**src/rtl/slicem_pkg.sv**
```systemverilog
// Shared types and helpers for the SLICEM-style LUT RAM.
package slicem_pkg;

    typedef enum logic [1:0] {
        UNCFG = 2'd0,
        LOAD  = 2'd1,
        RUN   = 2'd2
    } state_t;

    // Total number of serial configuration bits across all bit-planes.
    function automatic int unsigned CFG_BITS(input int unsigned mem_size,
                                             input int unsigned width);
        return mem_size * width;
    endfunction

endpackage

```
**src/rtl/slicem_lutram_plane.sv**
```systemverilog
// One LUT RAM bit-plane: serial-config bit write, user write, two async reads.
// Optional shift-register mode is built when SLICEM_SRL_EN is defined.
module lutram_plane #(
    parameter int unsigned ADDR_BITS = 4,
    parameter int unsigned MEM_SIZE  = 2**ADDR_BITS
) (
    input  logic                 clk,
    input  logic                 rst,
    input  logic                 i_cfg_we,
    input  logic [ADDR_BITS-1:0] i_cfg_addr,
    input  logic                 i_cfg_bit,
    input  logic                 i_user_we,
    input  logic [ADDR_BITS-1:0] i_waddr,
    input  logic                 i_wdata,
    input  logic [ADDR_BITS-1:0] i_raddr,
    output logic                 o_rdata,
    output logic                 o_dpo
`ifdef SLICEM_SRL_EN
    ,
    input  logic                 i_shift_en,
    input  logic                 i_shift_in,
    output logic                 o_shift_out
`endif
);

    logic [MEM_SIZE-1:0] r_mem;

    // Storage update; the top guarantees at most one of the enables is active.
    always_ff @(posedge clk) begin
        if (rst) begin
            r_mem <= '0;
        end else if (i_cfg_we) begin
            r_mem[i_cfg_addr] <= i_cfg_bit;
`ifdef SLICEM_SRL_EN
        end else if (i_shift_en) begin
            r_mem <= {r_mem[MEM_SIZE-2:0], i_shift_in};
`endif
        end else if (i_user_we) begin
            r_mem[i_waddr] <= i_wdata;
        end
    end

    assign o_rdata = r_mem[i_raddr];
    assign o_dpo   = r_mem[i_waddr];
`ifdef SLICEM_SRL_EN
    assign o_shift_out = r_mem[MEM_SIZE-1];
`endif

endmodule

```
**src/rtl/slicem_lutram.sv**
```systemverilog
// SLICEM-style distributed RAM: serially configured LUT bit-planes with a
// user write port and dual combinational reads.
// Optional feature macro: SLICEM_SRL_EN adds the shift-register ports.
module slicem_lutram
    import slicem_pkg::*;
#(
    parameter int unsigned ADDR_BITS = 4,
    parameter int unsigned MEM_SIZE  = 2**ADDR_BITS,
    parameter int unsigned WIDTH     = 2
) (
    input  logic                 clk,
    input  logic                 rst,
    input  logic                 cen,
    input  logic                 config_in,
    output logic                 config_done,
    input  logic [ADDR_BITS-1:0] addr,
    output logic [WIDTH-1:0]     out,
    input  logic [ADDR_BITS-1:0] waddr,
    output logic [WIDTH-1:0]     dpo,
    input  logic [WIDTH-1:0]     data_in,
    input  logic                 write_en
`ifdef SLICEM_SRL_EN
    ,
    input  logic                 shift_en,
    input  logic [WIDTH-1:0]     shift_in,
    output logic [WIDTH-1:0]     shift_out
`endif
);

    localparam int unsigned N_CFG = CFG_BITS(MEM_SIZE, WIDTH);
    localparam int unsigned CNT_W = $clog2(N_CFG) + 1;
    localparam int unsigned LAST  = N_CFG - 1;

    state_t             r_state;
    state_t             w_state_next;
    logic [CNT_W-1:0]   r_cnt;
    logic [CNT_W-1:0]   w_cnt_next;
    logic               r_config_done;
    logic               w_done_next;
    logic               w_cfg_write;
    logic               w_user_we;
    logic [CNT_W-1:0]   w_cfg_plane;
    logic [ADDR_BITS-1:0] w_cfg_entry;
    logic               w_last_bit;
`ifdef SLICEM_SRL_EN
    logic               w_shift;
`endif

    assign w_last_bit = (r_cnt == CNT_W'(LAST));

    // State register.
    always_ff @(posedge clk) begin
        if (rst) begin
            r_state <= UNCFG;
        end else begin
            r_state <= w_state_next;
        end
    end

    // Next-state logic.
    always_comb begin
        w_state_next = r_state;
        case (r_state)
            UNCFG:   if (cen) w_state_next = LOAD;
            LOAD:    if (cen && w_last_bit) w_state_next = RUN;
            RUN:     if (cen) w_state_next = LOAD;
            default: w_state_next = UNCFG;
        endcase
    end

    // Control decode. The UNCFG->LOAD edge already captures bit 0, so a load
    // from reset takes exactly N_CFG enabled cycles; RUN->LOAD only rewinds cnt.
    always_comb begin
        w_cfg_write = cen && ((r_state == UNCFG) || (r_state == LOAD));
        w_cnt_next  = r_cnt;
        if (w_cfg_write) begin
            w_cnt_next = w_last_bit ? '0 : r_cnt + CNT_W'(1);
        end else if ((r_state == RUN) && cen) begin
            w_cnt_next = '0;
        end
`ifdef SLICEM_SRL_EN
        w_shift     = (r_state == RUN) && !cen && shift_en;
        w_user_we   = (r_state == RUN) && !cen && write_en && !shift_en;
`else
        w_user_we   = (r_state == RUN) && !cen && write_en;
`endif
        w_done_next = (w_state_next == RUN);
        w_cfg_plane = r_cnt / CNT_W'(MEM_SIZE);
        w_cfg_entry = ADDR_BITS'(r_cnt % CNT_W'(MEM_SIZE));
    end

    // Bit counter and load-complete flag.
    always_ff @(posedge clk) begin
        if (rst) begin
            r_cnt         <= '0;
            r_config_done <= 1'b0;
        end else begin
            r_cnt         <= w_cnt_next;
            r_config_done <= w_done_next;
        end
    end

    assign config_done = r_config_done;

    for (genvar p = 0; p < WIDTH; p++) begin : g_plane
        logic w_cfg_we;
        assign w_cfg_we = w_cfg_write && (w_cfg_plane == CNT_W'(p));

        lutram_plane #(
            .ADDR_BITS (ADDR_BITS),
            .MEM_SIZE  (MEM_SIZE)
        ) u_plane (
            .clk        (clk),
            .rst        (rst),
            .i_cfg_we   (w_cfg_we),
            .i_cfg_addr (w_cfg_entry),
            .i_cfg_bit  (config_in),
            .i_user_we  (w_user_we),
            .i_waddr    (waddr),
            .i_wdata    (data_in[p]),
            .i_raddr    (addr),
            .o_rdata    (out[p]),
            .o_dpo      (dpo[p])
`ifdef SLICEM_SRL_EN
            ,
            .i_shift_en (w_shift),
            .i_shift_in (shift_in[p]),
            .o_shift_out(shift_out[p])
`endif
        );
    end

endmodule

```
**config.mk**
```make
export PLATFORM = sky130hd
export DESIGN_NAME = slicem_lutram
export DESIGN_NICKNAME = d
export VERILOG_FILES = /design/src/rtl/slicem_pkg.sv /design/src/rtl/slicem_lutram_plane.sv /design/src/rtl/slicem_lutram.sv
export SDC_FILE = /design/constraint.sdc
export NUM_CORES = 1
export LEC_CHECK = 0
export CAP_MARGIN = 20
export CORE_ASPECT_RATIO = 1.1
export CORE_UTILIZATION = 42
export CTS_CLUSTER_DIAMETER = 50
export CTS_CLUSTER_SIZE = 25
export DETAILED_ROUTE_END_ITERATION = 8
export PLACE_DENSITY_LB_ADDON = 0.05
export SLEW_MARGIN = 20
export SYNTH_ARGS = -nofsm -noshare
export SYNTH_HDL_FRONTEND = slang
export SYNTH_SLANG_ARGS = --single-unit
```
**constraint.sdc**
```tcl
create_clock -name clk -period 3.3 [get_ports clk]
set_input_delay 0.66 -clock clk [delete_from_list [all_inputs] [get_ports clk]]
set_output_delay 0.66 -clock clk [all_outputs]
set_load 0.01 [all_outputs]
```
==> flow_metrics.py <==
metrics = {
    "synthesis": {
        "synth-seq-cells": 41,
        "synthCells": 330,
        "synthesis.area_mm2": 0.00286,
        "synth_area_leader_cell": "dfxtp_1",
        "synth-async-reset-ratio_pct": 0,
        "synthTopCellsByArea": "dfxtp_1 29%, mux4_2 13%, nor3_1 8.1%",
        "yosys_warnings": 0,
        "yosysSeqAreaShare_pct": 28.7,
        "ys_types": 46,
        "yosysTopAreaCellShare_pct": 28.7,
        "synth_fp_nets": 349,
        "syn_area_per_cell_um2": 8.66,
        "synth_ff_type": "dfxtp_1",
        "synth_edf_count": 0,
    },
    "routing": {
        "drtIter0Drc": 223,
        "route.detailed.drc": 0,
        "drtPass1Iterations": 4,
        "wl_um": 8540,
        "vias_per_cell": 6.42,
        "vias": 2672,
        "wl_per_cell_um": 20.5,
        "drtAntennaViolNets": 0,
    },
    "layout": {
        "nFillCells": 662,
        "utilization_pct": 49.0,
        "drive_gt1_share_pct": 16.2,
        "area_growth_pct": 13.0,
        "nNetsFinal": 354,
        "insertedDiodeCount": 0,
    },
    "critical_path": {
        "reg2reg_depth": 4,
        "crit_family": "buffers and inverters",
        "crit_type": "input pin to output port",
        "worst_path_max_delay_cell": "clkdlybuf4s50_1",
        "r2r_end": "g_plane[1].u_plane.r_mem[8]",
        "startpoint_type": "input pin",
        "path_buf_inv": 3,
        "cp.arrival_ns": 2.48,
        "r2r_start": "r_cnt[3]",
        "critical-path-max-stage-delay_ns": 0.51,
        "crit_cells": 7,
        "cp.required_ns": 2.64,
        "worst_setup_path_end_kind": "output port",
        "r2r_slack_ns": 1.07,
        "cp_cell_sequence": "clkdlybuf4s50_1 > buf_12 > mux4_2 > nor2b_1 > a211oi_2 > a21oi_1 > dlygate4sd2_1",
        "critPathMaxFanout": 6,
    },
    "floorplan": {
        "design.core.area_mm2": 0.00659,
        "die_w_um": 80.7,
        "dieArea_mm2": 0.00714,
        "num_rows": 31,
        "ioPinCount": 20,
        "start_util_pct": 43.3,
        "die_h_um": 88.5,
    },
    "timing": {
        "relSlewSlack_pct": 46.3,
        "hold_slack_ns": 0.533,
        "finClkSkew_ns": 0.00741,
        "fmax_ghz": 0.318,
        "layout_min_cycle_time_ns": 3.14,
        "finalHoldViolations": 0,
        "tightest_slew_ns": 0.805,
        "rsz0062_at_grt": "no",
        "finalSetupTns_ns": 0,
        "setup_viol": 0,
        "finalCritPeriodShare_pct": 95.2,
        "drv_slew": 0,
    },
    "pwr": {
        "p_sw_mw": 0.273,
        "p_clk_share_pct": 31.8,
        "power_density_mw_per_mm2": 304,
        "power.leakage_nw": 1.02,
        "pwr-share-comb_pct": 16.1,
        "power.internal_mw": 0.708,
        "max-vdd-ir-drop_uv": 151,
        "seq_power_share_pct": 52.1,
        "p_sw_share_pct": 27.9,
    },
    "cts": {
        "post_cts.repair.setup_buffers": 0,
        "clock_sinks": 41,
        "clk_pin_slew_ns": 0.08,
        "cts-root-buf": "clkbuf_8",
        "cts_resized": 5,
        "clkLatencyLatePin_ns": 0.29,
        "cts_tree": "yes",
        "htreeDepth": 2,
        "cts_buffers": 5,
        "postCtsHoldBufs": 0,
        "clock_tree.buffer_depth": 2,
    },
    "min_path": {
        "whs_endpoint": "g_plane[1].u_plane.r_mem[13]",
        "worst_hold_path.num_cells": 2,
        "hold_class": "flip-flop to flip-flop",
        "min_from": "g_plane[1].u_plane.r_mem[13]",
    },
    "placement": {
        "io_buffers": 19,
        "hpwl_um": 6180,
        "gp_congestion": 0.808,
    },
    "global_route": {
        "grt_max_degree": 40,
        "grt_pass1_vias": 2500,
        "antenna_found_initial": 0,
        "grt_overflow_total": 0,
        "grt_pass1_wl_um": 13600,
        "grt_usage_pct": 25.5,
    },
    "outcome": {
        "status": "finished, final reports clean",
    },
    "job": {
        "max_cap_viol_count": 0,
    },
}
cells by family (layout without fill, tap and decap cells):
| family | count (synthesis) | count (layout) | synth area share (%) |
|---|---|---|---|
| flip-flops | 41 | 41 | 28.7 |
| buffers and inverters | 44 | 48 | 6.87 |
| adder cells (fa/ha/maj) | 4 | 4 | 1.75 |
| AO/OA/AOI/OAI | 73 | 73 | 19.8 |
| AND/OR/NAND/NOR | 147 | 147 | 28.5 |
| multiplexers | 21 | 21 | 14.4 |
power by group through the flow:
| stage | logic (mW) | clock network, mW | registers [mW] |
|---|---|---|---|
| after floorplan | 0.0990 | 0 | 0.517 |
| after global placement | 0.156 | 0 | 0.523 |
| after detailed placement | 0.156 | 0 | 0.523 |
| after CTS | 0.157 | 0.324 | 0.511 |
| after global routing | 0.170 | 0.341 | 0.513 |
| final | 0.158 | 0.312 | 0.511 |
final cells by class:
class	count	area, µm²	area share (%)
clock inverter	1	5.00	0.155
inverter	5	18.8	0.581
sequential	41	821	25.4
multi-input combinational	245	1860	57.5
clock buffer	5	68.8	2.13
tap	82	103	3.18
timing repair buffer	37	357	11.0
worst reg2reg max path, cell delays in order, from the launching register on:
cell and delay [ns]:
dfxtp_1 0.79, nand2_1 0.23, nor4_2 0.51, a221oi_1 0.16
a2111oi_0 0.43
sequential cells by signal (all words and copies together), names as in the netlist:
| name | count |
|---|---|
| r_cnt | 6 |
| config_done | 1 |
| g_plane.u_plane.r_mem | 32 |
| r_state | 2 |
Yosys cell counts (2+ instances only):
cell	instances
nor3_1	46
dfxtp_1	41
nor2_1	28
clkbuf_1	25
mux4_2	16
a211oi_1	13
a2111oi_0	12
nand2_1	11
nand3_1	11
o22ai_1	11
a21oi_1	8
nor4_1	8
buf_2	7
nand2b_1	7
nor2b_1	7
a221oi_1	6
buf_4	6
inv_1	5
mux2i_1	5
nand3b_1	5
o32ai_1	5
ha_1	4
a2111oi_2	3
a22oi_1	3
a311oi_1	3
a31oi_1	3
nor3b_1	3
or2_2	3
a41oi_1	2
and2_1	2
and3_1	2
nand4b_1	2
nand4bb_1	2
nor4_2	2
o21ai_0	2
how the worst max path moves through the flow:
stage	start	end	slack (ns)
floorplan	waddr[0]	dpo[1]	0.63
global placement	addr[0]	out[0]	-0.06
detailed placement	addr[0]	out[0]	-0.08
CTS	waddr[0]	dpo[1]	0.007
global route	addr[0]	out[1]	0.06
finish	addr[0]	out[0]	0.16
cells in the final DEF, fill, tap and decap left out, types with 3 or more instances in the layout:
master / instances
mux2i_1: 5
nand2_1: 11
nand3b_1: 5
nor4_1: 8
clkdlybuf4s50_1: 15
nor2_1: 28
o32ai_1: 5
a211oi_1: 12
nor3b_1: 3
dfxtp_1: 41
mux4_2: 16
o22ai_1: 11
clkbuf_8: 5
a221oi_1: 6
a311oi_1: 3
ha_1: 4
nand3_1: 11
a2111oi_0: 12
a2111oi_2: 3
buf_4: 15
nor3_1: 46
a21oi_1: 8
a31oi_1: 3
inv_1: 5
or2_2: 3
nand2b_1: 7
nor2b_1: 7
per-stage QoR:
step	instances	instance area, µm²	setup slack (ns)	total power, mW
after CTS	416	3220	0.00677	0.992
after global placement	410	3130	-0.0644	0.679
after global routing	416	3230	0.0625	1.02
after floorplan	330	2860	0.632	0.616
after detailed placement	410	3130	-0.0765	0.679
final	416	3230	0.157	0.981
layer usage:
layer	vias up	wire [µm]	track usage, %
li1	1303	-	-
met1	1274	3890	34.6
met2	90	4130	43.5
met3	5	453	3.51
met4	0	63	4.87
met5	-	0	0
Note: power is estimated with default switching activity, not from simulation.
